**src/rtl/led_seq_player.sv**
```systemverilog
// LED pattern sequencer: a prescaled auto-advance or a single step walks a loadable
// pattern memory in forward, reverse, ping-pong or one-shot order.
//
// dir      | meaning
// DIR_UP   | ping-pong is walking toward last_addr
// DIR_DOWN | ping-pong is walking toward 0
module led_seq_player #(
  parameter int LED_W  = 8,
  parameter int DEPTH  = 32,
  parameter int DIV_BY = 25,
  localparam int AW    = $clog2(DEPTH)
) (
  input  logic             CLK,
  input  logic             RESET,
  input  logic             wr_en,
  input  logic [AW-1:0]    wr_addr,
  input  logic [LED_W-1:0] wr_data,
  input  logic [AW-1:0]    last_addr,
  input  logic [1:0]       mode,
  input  logic             run,
  input  logic             step,
  input  logic             restart,
  output logic [LED_W-1:0] LED,
  output logic [AW-1:0]    adr,
  output logic             done
);

  localparam int PW = (DIV_BY > 1) ? $clog2(DIV_BY) : 1;
  localparam logic [PW-1:0] PRESC_MAX = PW'(DIV_BY - 1);

  typedef enum logic {DIR_UP = 1'b0, DIR_DOWN = 1'b1} dir_t;

  logic [LED_W-1:0] mem [DEPTH];
  logic [PW-1:0]    presc;
  logic             tick;
  logic             adv;
  dir_t             dir;
  dir_t             dir_nxt;
  logic [AW-1:0]    adr_nxt;
  logic             done_nxt;

  assign tick = (presc == PRESC_MAX);
  assign adv  = run ? tick : step;

  // Out-of-range adr (after last_addr shrinks) is folded back by these rules.
  always_comb begin
    adr_nxt  = adr;
    dir_nxt  = dir;
    done_nxt = done;
    case (mode)
      2'b00: adr_nxt = (adr >= last_addr) ? '0 : adr + AW'(1);
      2'b01: adr_nxt = (adr == '0 || adr > last_addr) ? last_addr : adr - AW'(1);
      2'b10: begin
        if (dir == DIR_UP) begin
          if (adr >= last_addr) begin
            dir_nxt = DIR_DOWN;
            adr_nxt = (last_addr == '0) ? '0 : last_addr - AW'(1);
          end else begin
            adr_nxt = adr + AW'(1);
          end
        end else begin
          if (adr == '0) begin
            dir_nxt = DIR_UP;
            adr_nxt = (last_addr == '0) ? '0 : AW'(1);
          end else begin
            adr_nxt = adr - AW'(1);
          end
        end
      end
      default: begin
        if (!done) begin
          if (adr < last_addr) begin
            adr_nxt  = adr + AW'(1);
            done_nxt = (adr + AW'(1) == last_addr);
          end else begin
            adr_nxt  = last_addr;
            done_nxt = 1'b1;
          end
        end
      end
    endcase
  end

  always_ff @(posedge CLK or posedge RESET) begin
    if (RESET) begin
      presc <= '0;
      adr   <= '0;
      dir   <= DIR_UP;
      done  <= 1'b0;
    end else if (restart) begin
      presc <= '0;
      adr   <= (mode == 2'b01) ? last_addr : '0;
      dir   <= DIR_UP;
      done  <= 1'b0;
    end else begin
      if (run) presc <= tick ? '0 : presc + PW'(1);
      if (adv) begin
        adr <= adr_nxt;
        dir <= dir_nxt;
      end
      done <= (mode == 2'b11) && (adv ? done_nxt : done);
    end
  end

  // Pattern storage is deliberately left unreset; a same-address read returns old data.
  always_ff @(posedge CLK) begin
    if (wr_en) mem[wr_addr] <= wr_data;
  end

  always_ff @(posedge CLK or posedge RESET) begin
    if (RESET) LED <= '0;
    else       LED <= mem[adr];
  end

endmodule
```
**config.mk**
```make
export PLATFORM = sky130hd
export DESIGN_NAME = led_seq_player
export DESIGN_NICKNAME = d
export VERILOG_FILES = /design/src/rtl/led_seq_player.sv
export SDC_FILE = /design/constraint.sdc
export NUM_CORES = 1
export LEC_CHECK = 0
export ABC_AREA = 1
export CAP_MARGIN = 20
export CORE_ASPECT_RATIO = 0.75
export CORE_MARGIN = 1.5
export CORE_UTILIZATION = 45
export DETAILED_ROUTE_END_ITERATION = 8
export PLACE_DENSITY = 0.69
export SLEW_MARGIN = 20
export SYNTH_ARGS = -nofsm -noshare
export SYNTH_HDL_FRONTEND = slang
export SYNTH_SLANG_ARGS = --single-unit
export TNS_END_PERCENT = 5
```
**constraint.sdc**
```tcl
create_clock -name CLK -period 1.8 [get_ports CLK]
set_input_delay 0.18 -clock CLK [delete_from_list [all_inputs] [get_ports CLK]]
set_output_delay 0.18 -clock CLK [all_outputs]
set_load 0.1 [all_outputs]
```
After elaboration in Yosys (flattened, before gate mapping)
Memories as Yosys holds them, arrays and structs flattened. A register that Yosys moved wholly into a read port is not among the register bits.
Cells that the tools add are included.
{ "word_totals": {"register_bits": 12, "ramBits": 256, "inputBits": 26, "output_inout_bits": 14, "elab_cells": 59, "memories": 1} }
{ "classes": {"add_sub_neg": 4, "order_cmp": 3, "n_eq_ne": 6, "n_mux": 30, "n_reduce_logical": 11} }
{ "mem_list": {"columns": ["name", "depth", "width", "read_ports", "rd_ports_with_merged_regs", "write_ports", "line", "rtl"], "rows": [
  ["mem", 32, 8, 1, 1, 1, "33", "logic [LED_W-1:0] mem [DEPTH];"]
]} }
{ "op_table": {"columns": ["op", "count"], "rows": [
  ["5-bit 2-to-1 mux", 14],
  ["1-bit 2-to-1 mux", 15],
  ["5-bit case mux with 3 select lines", 1],
  ["5-bit by 1-bit adder with 5-bit output, second input constant", 2],
  ["5-bit logical NOT", 2],
  ["5-bit by 1-bit subtractor with 5-bit output, second input constant", 2],
  ["2-bit nonzero test", 3],
  ["5-bit equality test", 1],
  ["5-bit equality test, second input constant", 1],
  ["5-bit greater-or-equal comparator", 1],
  ["5-bit > comparator", 1],
  ["5-bit < comparator", 1],
  ["5-bit by 2-bit != test with 1-bit output, second input constant", 1],
  ["2-bit equality test, second input constant", 2],
  ["2-bit AND reduction", 2],
  ["3-bit OR reduction", 1],
  ["2-bit by 1-bit equality test with 1-bit output, second input constant", 1],
  ["2-bit logical NOT", 1],
  ["1-bit logical AND", 1],
  ["1-bit logical OR", 1]
]} }

Logic depth before layout (Yosys ltp)
{ "depth": {"word_depth": 8, "mapped_depth": 15, "ltp_nobuf": 13} }

Least setup slack after synthesis
OpenSTA, ideal clock, no wires.
{ "synth_timing": {"path_type": "reg2reg", "start": "reg adr[0]", "end": "reg adr[1]", "setup_ps": 122, "arrival_time_ps": 2483, "t_required_ps": 1678, "setup_slack_ps": -805, "path_stages_with_launch": 15, "path_buffers": 4, "period_less_slack_ps": 2605, "cell_sequence": "dfrtp_1 buf_6 inv_4 buf_6 buf_2 ha_1 nor3_1 nor2_2 buf_6 nand3_1 nor2_1 nor2_1 nand3_2 nand2_1 a21oi_2"} }
{ "synth_via": {"elab_chain_cells": 6, "word_cells_on_any_way": 17, "classes_between": "2 x add/sub; 3 x order compare; 10 x mux; 2 x reduce/logical"} }
{ "synth_lines": {"columns": ["item", "line", "rtl"], "rows": [
  ["start: declaration", "24", "output logic [AW-1:0] adr,"],
  ["start signal: assignment", "92", "adr <= (mode == 2'b01) ? last_addr : '0;"],
  ["start signal: assignment", "98", "adr <= adr_nxt;"],
  ["5-bit by 1-bit adder with 5-bit output, or another cell as far along", "51, 59, 73", null],
  ["5-bit 2-to-1 mux, or another cell as far along", "72", "if (adr < last_addr) begin"],
  ["5-bit 2-to-1 mux (on tied branches)", "71, 52, 54", null],
  ["5-bit case mux with 3 select lines *", "50", "case (mode)"],
  ["5-bit 2-to-1 mux *", "97", "if (adv) begin"],
  ["5-bit 2-to-1 mux *", "90", "end else if (restart) begin"]
]} }
Mark *: on every way between the ends. The rest lies on a longest branch, timed or not. The select of a mux whose other input is x is not followed.
A chain may end at the register's enable or synchronous reset.

==> flow_metrics.tcl <==
set metrics [dict create \
    crit_type "flop to flop" \
    antenna_found_initial 1 \
    routed_wl_um 32640 \
    wl_per_cell_um 20.76 \
    violations "setup timing" \
    grt_pass1_wl_um 50200 \
    dieHeight_um 144.6 \
    die-area_um2 27740 \
    total_power_mw 18.25 \
    clk_pin_slew_ns 0.07 \
    critPathArrivalTime_ns 2.44 \
    post-dp-hpwl_um 20290 \
    die_w_um 191.8 \
    timing.final.crit_period_ns 1.956 \
    cp.required_ns 2.28 \
    synthAdderAreaFrac_pct 1.456 \
    critPathLaunchType "flop" \
    grt_pass1_vias 8587 \
    num_antenna_cells 0 \
    setup_viol 15 \
    maxCapViolCount 0 \
    fin_skew_ns 0.01523 \
    placed_area_um2 13780 \
    synth_top_area_share_pct 63.89 \
    grt_start_max_net_pins 61 \
    worstMarginPinSlew_ns 0.4155 \
    synth-simple-area-share_pct 13.60 \
    crit_path_max_incr_delay_ns 0.52 \
    io_buffers 39 \
    drtAntennaViolNets 0 \
    vias_per_cell 5.629 \
    synthTopCellsByArea "edfxtp_1, nor2_1, o21ai_0, dfrtp_1, o22ai_1" \
    synth_area_um2 12030 \
    peakVddDrop_uv 888.8 \
    top_level_ports 40 \
    tns_ns -1.318 \
    vias 8849 \
    place_inst 1509 \
    synth_compound_area_share_pct 12.12 \
    netlist_instances 1056 \
    finalCritPeriodShare_pct 108.7 \
    synth_top_family_by_area "simple AND/OR/NAND/NOR gates" \
    synth_enable_flop_cells 256 \
    areaGrowthSynthToFinish_pct 26.49 \
    fin_area_um2 15220 \
    synth_area_leader_cell "edfxtp_1" \
    powerDensity_nw_per_um2 1199 \
    detailedRoute.firstIterationViolations 1152 \
    status "finished with violations" \
    finalMaxSlewViolations 0 \
    path_delay_family "buffers and inverters" \
    ys.flop_type "edfxtp_1" \
    finalHoldViolCount 0 \
    finish.utilization_pct 58.32 \
    drive_gt1_share_pct 22.80 \
    yosys_warnings 0 \
    drc_errors 0 \
    grt_overflow_total 0 \
    gp_congestion 0.9281 \
    async_reset_ff_share_pct 7.246 \
    firstDrtPassIters 5 \
    clk_path_buf_depth 3 \
    cts_made_buffers 27 \
    final_nets 1247 \
    h-tree-depth 1 \
    cts_tree "done" \
    row_count 51 \
    crit_chain "buf_8 -> inv_8 -> bufbuf_16 -> buf_4 -> o21ai_1 -> o22ai_1 -> nor2_1 -> o22ai_1 -> nand2_1 -> nand2_1" \
    slew_headroom_pct 72.01 \
    mappedNetlistNets 1096 \
    postSynthAreaPerCell_um2 11.39 \
    layout.cells.non_filler 1572 \
    cts_sinks 276 \
    clk_latency_ns 0.55 \
    yosysUniqueCellTypes 35 \
    end_kind "flop" \
    cp_slowest_cell "dfrtp_4" \
    power.leakage_nw 5.594 \
    synth.area.mux_share_pct 0 \
    nFillCells 2091 \
    synth_seq_cells 276 \
    yosysSeqAreaShare_pct 68.05 \
    fmax_ghz 0.5112 \
    synthXorXnorAreaFrac_pct 0.5823 \
    cp_max_fo 9 \
    hp-class "input pin to flop" \
    critPathBufInv 4 \
    setup_ws_ns -0.1560 \
    core_area_um2 26100 \
    cts_root_buf "clkbuf_16" \
    rsz0062_at_grt "true" \
    grt.total_usage_pct 24.08 \
    start_util_pct 46.10 \
]
-- registers in the layout, summed over array words and instances (netlist names) --
signal / cells
presc: 5
mem: 256
LED: 8
adr: 5
dir: 1
done: 1
-- cell usage after synthesis (7+ instances only) --
| master | n |
|---|---|
| a21oi_1 | 12 |
| buf_2 | 22 |
| buf_6 | 7 |
| clkbuf_1 | 17 |
| dfrtp_1 | 20 |
| edfxtp_1 | 256 |
| ha_1 | 14 |
| inv_1 | 39 |
| inv_2 | 7 |
| nand2_1 | 100 |
| nand3_1 | 52 |
| nand4_1 | 9 |
| nor2_1 | 207 |
| o21ai_0 | 135 |
| o21ai_1 | 33 |
| o22ai_1 | 78 |
-- stage by stage --
stage               setup WS, ns  hold slack, ns
CTS                     -0.09099          0.4151
detailed placement       -0.4760          0.5321
global route             -0.1947          0.4438
floorplan                -0.2802          0.1439
global placement         -0.4491          0.5375
finish                   -0.1560          0.4204
-- report_power, final --
group	switching, mW	internal [mW]
Combinational	3.24	1.80
Clock	2.41	3.50
Sequential	0.0965	7.19
Total	5.75	12.5
-- cell families (layout without fill, tap and decap cells) --
kind of cell,after synthesis,in the layout
fa+ha+maj,14,14
xor+xnor,8,8
compound gates,266,266
buf+inv,105,277
simple gates,387,387
flops,276,276
-- cells in the final DEF, fill, tap and decap left out, types with 3 or more instances in the layout --
cell type,netlist,layout
a21oi_1,12,12
a21oi_2,6,5
buf_12,0,20
buf_4,6,119
buf_6,7,9
bufinv_16,0,3
clkbuf_1,17,7
clkbuf_16,0,28
clkbuf_8,0,7
clkdlybuf4s50_1,0,25
clkinv_2,0,4
dfrtp_1,20,15
dfrtp_4,0,5
edfxtp_1,256,256
ha_1,14,7
ha_4,0,6
inv_1,39,38
inv_2,7,6
nand2_1,100,88
nand2_2,6,13
nand2_4,1,4
nand2_8,1,3
nand3_1,52,42
nand3_2,4,12
nand3_4,1,3
nand4_1,9,9
nor2_1,207,205
nor2_2,3,3
o21ai_0,135,124
o21ai_1,33,39
o21ai_2,1,6
o22ai_1,78,70
o22ai_2,0,8
xor2_1,6,5
-- layout make-up --
class | instances | area [um^2] | area share (%)
Sequential cell | 276 | 8207 | 53.92
Multi-Input combinational cell | 675 | 3666 | 24.09
Timing Repair Buffer | 179 | 1783 | 11.71
Clock buffer | 41 | 798.3 | 5.245
Tap cell | 344 | 430.4 | 2.828
Inverter | 48 | 197.7 | 1.299
Clock inverter | 9 | 138.9 | 0.9125
-- metal layers --
layer	global-route usage (%)	vias to the layer above	wire length, um
met5	0	-	13
met4	5.798	2	700
met3	4.198	53	2890
met2	36.48	409	14600
met1	36.11	4279	14430
li1	-	4106	-
-- repair_timing --
item                                    CTS  global route
endpoints found under the setup margin   15            15
cloned                                    2             1
gates resized for setup                  39            44
pin swaps                                29            36
hold endpoints to repair                 20             0
hold buffers                              1             0
buffers inserted                          6             3
-- worst paths after layout --
path | from | to | slack, ns | depth (start not counted)
worst max-delay path | adr[1] | LED[3] | -0.16 | 10
worst min-delay path | restart | dir | 0.42 | 3
worst max register to register | adr[1] | LED[3] | -0.16 | 10
worst min register to register | done | done | 0.55 | 2
max in group asynchronous | RESET | adr[4] | 0.98 | 4
min in group asynchronous | RESET | LED[0] | 0.54 | 4
-- worst register-to-register path: cells and delay by family, from the launching register on --
kind                   cells  cell delay [ns]
AO/OA/AOI/OAI              3             0.42
buffers and inverters      4             0.62
flip-flops                 1             0.52
AND/OR/NAND/NOR            3             0.33
(Power assumes the default switching activity.)
